`src/rtl/mem_arbiter.sv`:
```
// mem_arbiter: two-requester arbiter (core, aux) for a single unified memory
// port. Requests are sampled only in IDLE. The winner owns the memory for
// exactly one ACC_* cycle, and read data is routed back the cycle after that.
// Optional build macro: ARB_ROUND_ROBIN_EN (ties go to the requester that was
// not granted last). When it is undefined, core has fixed priority and a
// MAX_WAIT starvation counter guarantees that aux eventually wins.
module mem_arbiter #(
    parameter int ADDR_W   = 32,
    parameter int DATA_W   = 32,
    parameter int MAX_WAIT = 8
) (
    input  logic              clk,
    input  logic              reset,
    input  logic              core_req,
    input  logic              core_we,
    input  logic [ADDR_W-1:0] core_addr,
    input  logic [DATA_W-1:0] core_wdata,
    output logic              core_gnt,
    output logic              core_rvalid,
    output logic [DATA_W-1:0] core_rdata,
    input  logic              aux_req,
    input  logic              aux_we,
    input  logic [ADDR_W-1:0] aux_addr,
    input  logic [DATA_W-1:0] aux_wdata,
    output logic              aux_gnt,
    output logic              aux_rvalid,
    output logic [DATA_W-1:0] aux_rdata,
    output logic [ADDR_W-1:0] mem_addr,
    output logic              mem_we,
    output logic [DATA_W-1:0] mem_wdata,
    input  logic [DATA_W-1:0] mem_rdata
);

    typedef enum logic [1:0] {
        IDLE     = 2'd0,
        ACC_CORE = 2'd1,
        ACC_AUX  = 2'd2
    } state_e;

    localparam logic OWN_CORE = 1'b0;
    localparam logic OWN_AUX  = 1'b1;

    state_e              state_q,      state_d;
    logic [ADDR_W-1:0]   mem_addr_q,   mem_addr_d;
    logic                mem_we_q,     mem_we_d;
    logic [DATA_W-1:0]   mem_wdata_q,  mem_wdata_d;
    logic                core_gnt_q,   core_gnt_d;
    logic                aux_gnt_q,    aux_gnt_d;
    logic                rd_pending_q, rd_pending_d;
    logic                rd_owner_q,   rd_owner_d;
    logic                last_owner_q, last_owner_d;
    logic [DATA_W-1:0]   core_rdata_q, core_rdata_d;
    logic [DATA_W-1:0]   aux_rdata_q,  aux_rdata_d;

    logic                grant_core_s;
    logic                grant_aux_s;
    logic                core_rvalid_s;
    logic                aux_rvalid_s;

`ifndef ARB_ROUND_ROBIN_EN
    localparam logic [7:0] MAX_WAIT_C = MAX_WAIT[7:0];
    logic [7:0]          wait_cnt_q,   wait_cnt_d;
`endif

    // Arbitration: only in IDLE; single requester wins outright, ties per priority rule.
    always_comb begin
        grant_core_s = 1'b0;
        grant_aux_s  = 1'b0;
        if (state_q == IDLE) begin
            if (core_req && aux_req) begin
`ifdef ARB_ROUND_ROBIN_EN
                if (last_owner_q == OWN_CORE) begin
                    grant_aux_s = 1'b1;
                end else begin
                    grant_core_s = 1'b1;
                end
`else
                if (wait_cnt_q >= MAX_WAIT_C) begin
                    grant_aux_s = 1'b1;
                end else begin
                    grant_core_s = 1'b1;
                end
`endif
            end else if (core_req) begin
                grant_core_s = 1'b1;
            end else if (aux_req) begin
                grant_aux_s = 1'b1;
            end else begin
                grant_core_s = 1'b0;
                grant_aux_s  = 1'b0;
            end
        end else begin
            grant_core_s = 1'b0;
            grant_aux_s  = 1'b0;
        end
    end

    // Next state: an access lasts one cycle and always falls back to IDLE.
    always_comb begin
        state_d = IDLE;
        case (state_q)
            IDLE: begin
                if (grant_core_s) begin
                    state_d = ACC_CORE;
                end else if (grant_aux_s) begin
                    state_d = ACC_AUX;
                end else begin
                    state_d = IDLE;
                end
            end
            ACC_CORE: state_d = IDLE;
            ACC_AUX:  state_d = IDLE;
            default:  state_d = IDLE;
        endcase
    end

    // Memory drive: load the winner's access for the ACC cycle; outside it only mem_we drops.
    always_comb begin
        mem_addr_d  = mem_addr_q;
        mem_wdata_d = mem_wdata_q;
        mem_we_d    = 1'b0;
        core_gnt_d  = grant_core_s;
        aux_gnt_d   = grant_aux_s;
        if (grant_core_s) begin
            mem_addr_d  = core_addr;
            mem_wdata_d = core_wdata;
            mem_we_d    = core_we;
        end else if (grant_aux_s) begin
            mem_addr_d  = aux_addr;
            mem_wdata_d = aux_wdata;
            mem_we_d    = aux_we;
        end else begin
            mem_addr_d  = mem_addr_q;
            mem_wdata_d = mem_wdata_q;
            mem_we_d    = 1'b0;
        end
    end

    // Read tracking: remember who owned the ACC cycle and whether it was a read.
    always_comb begin
        rd_pending_d = 1'b0;
        rd_owner_d   = rd_owner_q;
        if (state_q == ACC_CORE) begin
            rd_pending_d = ~mem_we_q;
            rd_owner_d   = OWN_CORE;
        end else if (state_q == ACC_AUX) begin
            rd_pending_d = ~mem_we_q;
            rd_owner_d   = OWN_AUX;
        end else begin
            rd_pending_d = 1'b0;
            rd_owner_d   = rd_owner_q;
        end
    end

    // Last owner follows every grant (it only steers ties in round-robin builds).
    always_comb begin
        last_owner_d = last_owner_q;
        if (grant_core_s) begin
            last_owner_d = OWN_CORE;
        end else if (grant_aux_s) begin
            last_owner_d = OWN_AUX;
        end else begin
            last_owner_d = last_owner_q;
        end
    end

`ifndef ARB_ROUND_ROBIN_EN
    // Starvation counter: counts aux losses, cleared when aux is finally served.
    always_comb begin
        wait_cnt_d = wait_cnt_q;
        if (grant_aux_s) begin
            wait_cnt_d = 8'd0;
        end else if (grant_core_s && aux_req) begin
            wait_cnt_d = wait_cnt_q + 8'd1;
        end else begin
            wait_cnt_d = wait_cnt_q;
        end
    end
`endif

    assign core_rvalid_s = rd_pending_q & (rd_owner_q == OWN_CORE);
    assign aux_rvalid_s  = rd_pending_q & (rd_owner_q == OWN_AUX);

    // Read-data capture: each side keeps the last word it received.
    always_comb begin
        core_rdata_d = core_rdata_q;
        aux_rdata_d  = aux_rdata_q;
        if (core_rvalid_s) begin
            core_rdata_d = mem_rdata;
        end else if (aux_rvalid_s) begin
            aux_rdata_d = mem_rdata;
        end else begin
            core_rdata_d = core_rdata_q;
            aux_rdata_d  = aux_rdata_q;
        end
    end

    // State register with synchronous reset taking priority over everything.
    always_ff @(posedge clk) begin
        if (reset) begin
            state_q      <= IDLE;
            mem_addr_q   <= {ADDR_W{1'b0}};
            mem_we_q     <= 1'b0;
            mem_wdata_q  <= {DATA_W{1'b0}};
            core_gnt_q   <= 1'b0;
            aux_gnt_q    <= 1'b0;
            rd_pending_q <= 1'b0;
            rd_owner_q   <= OWN_CORE;
            last_owner_q <= OWN_AUX;
            core_rdata_q <= {DATA_W{1'b0}};
            aux_rdata_q  <= {DATA_W{1'b0}};
`ifndef ARB_ROUND_ROBIN_EN
            wait_cnt_q   <= 8'd0;
`endif
        end else begin
            state_q      <= state_d;
            mem_addr_q   <= mem_addr_d;
            mem_we_q     <= mem_we_d;
            mem_wdata_q  <= mem_wdata_d;
            core_gnt_q   <= core_gnt_d;
            aux_gnt_q    <= aux_gnt_d;
            rd_pending_q <= rd_pending_d;
            rd_owner_q   <= rd_owner_d;
            last_owner_q <= last_owner_d;
            core_rdata_q <= core_rdata_d;
            aux_rdata_q  <= aux_rdata_d;
`ifndef ARB_ROUND_ROBIN_EN
            wait_cnt_q   <= wait_cnt_d;
`endif
        end
    end

    assign core_gnt    = core_gnt_q;
    assign aux_gnt     = aux_gnt_q;
    assign mem_addr    = mem_addr_q;
    assign mem_we      = mem_we_q;
    assign mem_wdata   = mem_wdata_q;
    assign core_rvalid = core_rvalid_s;
    assign aux_rvalid  = aux_rvalid_s;
    // The memory returns data in the rvalid cycle itself, so it is passed through then.
    assign core_rdata  = core_rvalid_s ? mem_rdata : core_rdata_q;
    assign aux_rdata   = aux_rvalid_s  ? mem_rdata : aux_rdata_q;

endmodule

```
`config.mk`:
```
export PLATFORM = sky130hd
export DESIGN_NAME = mem_arbiter
export DESIGN_NICKNAME = d
export VERILOG_FILES = /design/src/rtl/mem_arbiter.sv
export SDC_FILE = /design/constraint.sdc
export NUM_CORES = 1
export LEC_CHECK = 0
export ABC_AREA = 1
export CAP_MARGIN = 10
export CORE_ASPECT_RATIO = 0.7
export CORE_MARGIN = 2
export CORE_UTILIZATION = 35
export DETAILED_ROUTE_END_ITERATION = 6
export GPL_TIMING_DRIVEN = 0
export PLACE_DENSITY = 0.69
export SLEW_MARGIN = 20
export SYNTH_ARGS = -nofsm -noshare
export SYNTH_HDL_FRONTEND = slang
export SYNTH_SLANG_ARGS = --single-unit
```
`constraint.sdc`:
```
create_clock -name clk -period 1.64 [get_ports clk]
set_clock_uncertainty 0.2 [all_clocks]
set_input_delay 0.328 -clock clk [delete_from_list [all_inputs] [get_ports clk]]
set_output_delay 0.328 -clock clk [all_outputs]
set_load 0.05 [all_outputs]
```
## After elaboration in Yosys (flattened, before gate mapping)

Cells that the tools add are included.

| storage, ports and cells | value |
|---|---|
| register bits | 143 |
| input bits | 166 |
| output and inout bits | 133 |

| operators by class | value |
|---|---|
| $add $sub $neg | 1 |
| $lt $le $gt $ge | 1 |
| equal/unequal tests | 2 |
| multiplexer cells | 21 |
| bitwise gates (word level) | 5 |
| reduce and logical (&&, ||, !) cells | 8 |

Operators with widths:

| operator | number |
|---|---|
| 32-bit 2-to-1 mux | 6 |
| 1-bit 2-to-1 mux | 14 |
| 8-bit by 1-bit adder with 8-bit output, second input constant | 1 |
| 8-bit by 4-bit greater-or-equal comparator with 1-bit output, second input constant | 1 |
| 2-bit OR reduction | 3 |
| 1-bit inverter | 3 |
| 3-bit OR reduction | 1 |
| 1-bit bitwise AND | 2 |
| 2-bit by 1-bit == test with 1-bit output, second input constant | 1 |
| 2-bit == test, second input constant | 1 |
| 1-bit logical AND | 2 |
| 2-bit zero test | 1 |
| 2-bit 2-to-1 mux | 1 |
| 2-bit nonzero test | 1 |

## Depth between registers and ports, before layout

| depth | value |
|---|---|
| depth in word-level cells | 6 |
| mapped depth | 9 |
| depth with buffers taken out | 7 |

## Worst setup path after synthesis

OpenSTA, ideal clock, no wires.

| timing path | value |
|---|---|
| path type | register to output |
| start | register rd_owner_q |
| end | output aux_rdata[10] |
| arrival | 1815 ps |
| data required time | 1112 ps |
| setup slack | -703 ps |
| stages on the path, launching flop included | 4 |
| cells stage by stage | dfxtp_1 nand2_1 clkbuf_1 o21ai_0 |

| between the ends | value |
|---|---|
| longest elaborated chain between the ends | 2 |

Ends and longest elaborated chain:

| item | RTL line | text |
|---|---|---|
| from (decl) | 50 | `logic rd_owner_q, rd_owner_d;` |
| from (signal assigned) | 223 | `rd_owner_q <= rd_owner_d;` |
| 1-bit bitwise AND | 182 | `assign aux_rvalid_s = rd_pending_q & (rd_owner_q == OWN_AUX);` |
| 32-bit 2-to-1 mux | n/a |  |
| to (decl) | 27 | `output logic [DATA_W-1:0] aux_rdata,` |

No other way between the ends.

## Worst setup path in the final report

| timing path | value |
|---|---|
| start | register rd_owner_q |
| end | output core_rdata[19] |

| between the ends | value |
|---|---|
| longest elaborated chain between the ends | 3 |

Ends and longest elaborated chain:

| item | RTL line | text |
|---|---|---|
| 1-bit inverter | 181 | `assign core_rvalid_s = rd_pending_q & (rd_owner_q == OWN_CORE);` |
| 1-bit bitwise AND | 181 |  |
| 32-bit 2-to-1 mux | n/a |  |
| to (decl) | 20 | `output logic [DATA_W-1:0] core_rdata,` |

No other way between the ends.

==> qor.yml <==
sta:
  rsz0062_at_grt: "true"
  tightest_slew_ns: 0.686
  setup_viol: 67
  timing.final.crit_share: 1.37
  slew_violations: 0
  timing.final.ws_setup_ns: -0.609
  hold_violations: 0
  hold_ws_ns: 0.244
  fmax_mhz: 445
  slew-limit-headroom: 0.543
  tns_ns: -34.96
  min_period_ns: 2.25
logic_synthesis:
  synth_commonest_cells: "inv_1, nor2_1, nand2_1, dfxtp_1, a21oi_1"
  synth.most_common_cell: "inv_1"
  synth_nets: 1242
  avgSynthCellArea_um2: 6.51
  synth_async_sr_flop_share: 0
  yosysTopAreaCell: "dfxtp_1"
  yosysUniqueCellTypes: 24
  synth-seq-cells: 143
  ys_top_cells_by_area: "dfxtp_1, inv_1, nor2_1"
  ys.flop_type: "dfxtp_1"
  synth-edff-count: 0
  synth-seq-area-share: 0.409
  yosysTopAreaCellShare: 0.409
  syn-cell-area_um2: 6990
  synthesis.instances: 1074
  yosys_warnings: 0
place:
  dp_cells: 1641
  place_ws_ns: -0.966
  dp_hpwl_mm: 17.5
  placed_area_um2: 10500
  port_buffers: 297
  place.gp.congestion: 0.906
global_route:
  grt_pass1_vias: 7074
  grt_use_total: 0.224
  grt_overflow: 0
  grt_pass1_wl_mm: 37.3
  grt_max_degree: 17
  antenna_found_initial: 0
cts:
  cts.clk_slew.worst_paths_ns: 0.06
  cts_sinks: 143
  htreeDepth: 4
  numCtsBuffers: 17
  postCtsHoldBufs: 0
  root_buffer: "clkbuf_16"
  cts_buffer_depth: 2
  tritoncts: "yes"
  insertion_delay_ns: 0.41
die:
  die_w_um: 173
  core_area_um2: 19700
  fp.dieH_um: 122
  io_pins: 299
  die-area_um2: 21100
  initial_core_util: 0.355
  fp-row-count: 43
worst_setup_path:
  required_ns: 1.11
  path_max_fanout: 8
  r2r_slack_ns: 0
  worst_r2r_path_depth: 7
  arrival_ns: 1.72
  reg2reg_from: "rd_owner_q"
  r2r-end: "core_rdata_q[28]"
  critPathKind: "flop to output port"
  end_kind: "output port"
  critPathLaunchType: "flop"
routing:
  drt-vias-per-instance: 4.44
  dr.pass1.iters: 5
  wl_per_cell_um: 14.5
  drtAntennaViolNets: 0
  wl_mm: 24.5
  drc: 0
  first_iter_violations: 437
  vias: 7515
power:
  power_mw: 11.0
  p_leak_nw: 5.61
  peakVddDrop_mv: 0.489
  p_per_area_nw_per_um2: 948
layout:
  instances_no_fill: 1693
  antenna_cells: 0
  drive_above_1_share: 0.267
  final_util: 0.590
  nets: 1578
  syn_to_final_growth_pct: 66.3
  design_area_um2: 11600
run_status:
  violations: "negative setup slack"
  status: "finished, violations left"
min_path:
  min_delay_path_depth: 1
  hold_class: "flop to flop"
  min_from: "mem_we"
  holdPathEnd: "rd_pending_q"
flow_run:
  maxCapViolCount: 0
report_power, final:
part | internal (mW) | switching (mW)
clock | 2.27 | 1.63
combinational | 1.30 | 2.01
sequential | 3.71 | 0.111
total | 7.28 | 3.75
cells by family (layout without fill, tap and decap cells):
family                     Yosys count  after routing  synth area share
AOI/OAI and AO/OA                  134            134            0.0970
adders and majority gates            2              2           0.00358
buffers and inverters              300            649             0.174
DFF                                143            143             0.409
and+or+nand+nor                    495            495             0.316
how the worst max path moves through the flow:
stage	start	to	slack, ns	depth (start not counted)
global placement	rd_pending_q	core_rdata[11]	-0.95	7
floorplan	rd_owner_q	aux_rdata[28]	-0.16	4
finish	rd_owner_q	core_rdata[19]	-0.61	6
global route	rd_owner_q	core_rdata[19]	-0.66	6
CTS	rd_pending_q	core_rdata[3]	-0.63	7
detailed placement	rd_pending_q	core_rdata[11]	-0.97	7
critical path: stages, from the launching register on:
cell and delay [ns]:
dfxtp_4 0.36, nor2_4 0.19, clkinv_4 0.17, clkbuf_16 0.21, o21ai_4 0.14, inv_2 0.07, buf_8 0.15
layout by cell type, fill, tap and decap left out, types with 5 or more instances in the layout:
master           count
o21ai_2             30
or2_2                8
dfxtp_2              5
buf_4               43
inv_1              203
o21ai_4             31
a21oi_1             68
buf_6               52
nor2_4               6
nand2_1            171
dfxtp_1            137
clkbuf_16           24
nand3b_1            64
buf_2               74
or2_4               24
clkbuf_2             6
clkdlybuf4s50_1    162
nor2_1             207
buf_8               14
inv_2               33
clkbuf_1            11
metal layers:
metal	routed length (um)	global-route usage	vias up
met3	1930	0.0734	26
met4	447	0.0636	0
met2	11500	0.374	249
li1	-	-	3855
met5	0	0	-
met1	10600	0.278	3385
state kept, by name (all words and copies together), names as in the netlist:
signal / cells
core_rdata_q: 32
core_gnt: 1
mem_we: 1
mem_addr: 32
rd_pending_q: 1
aux_gnt: 1
state_q: 2
aux_rdata_q: 32
rd_owner_q: 1
mem_wdata: 32
wait_cnt_q: 8
repair_timing:
item | in CTS | in global routing
pin swaps | 5 | 9
cloned | 3 | 3
resized for setup | 848 | 113
endpoints found under the hold margin | 0 | 0
buffers inserted | 6 | 10
endpoints found under the setup margin | 211 | 136
cell type report:
cell class | instances | area, um^2
fill | 1861 | 8060
multi-input combinational | 631 | 3490
timing repair buffer | 319 | 2890
sequential | 143 | 2870
inverter | 239 | 908
buffer | 59 | 543
clock buffer | 18 | 429
tap | 270 | 338
clock inverter | 14 | 156
No activity file was read; power rests on OpenSTA's default activity.
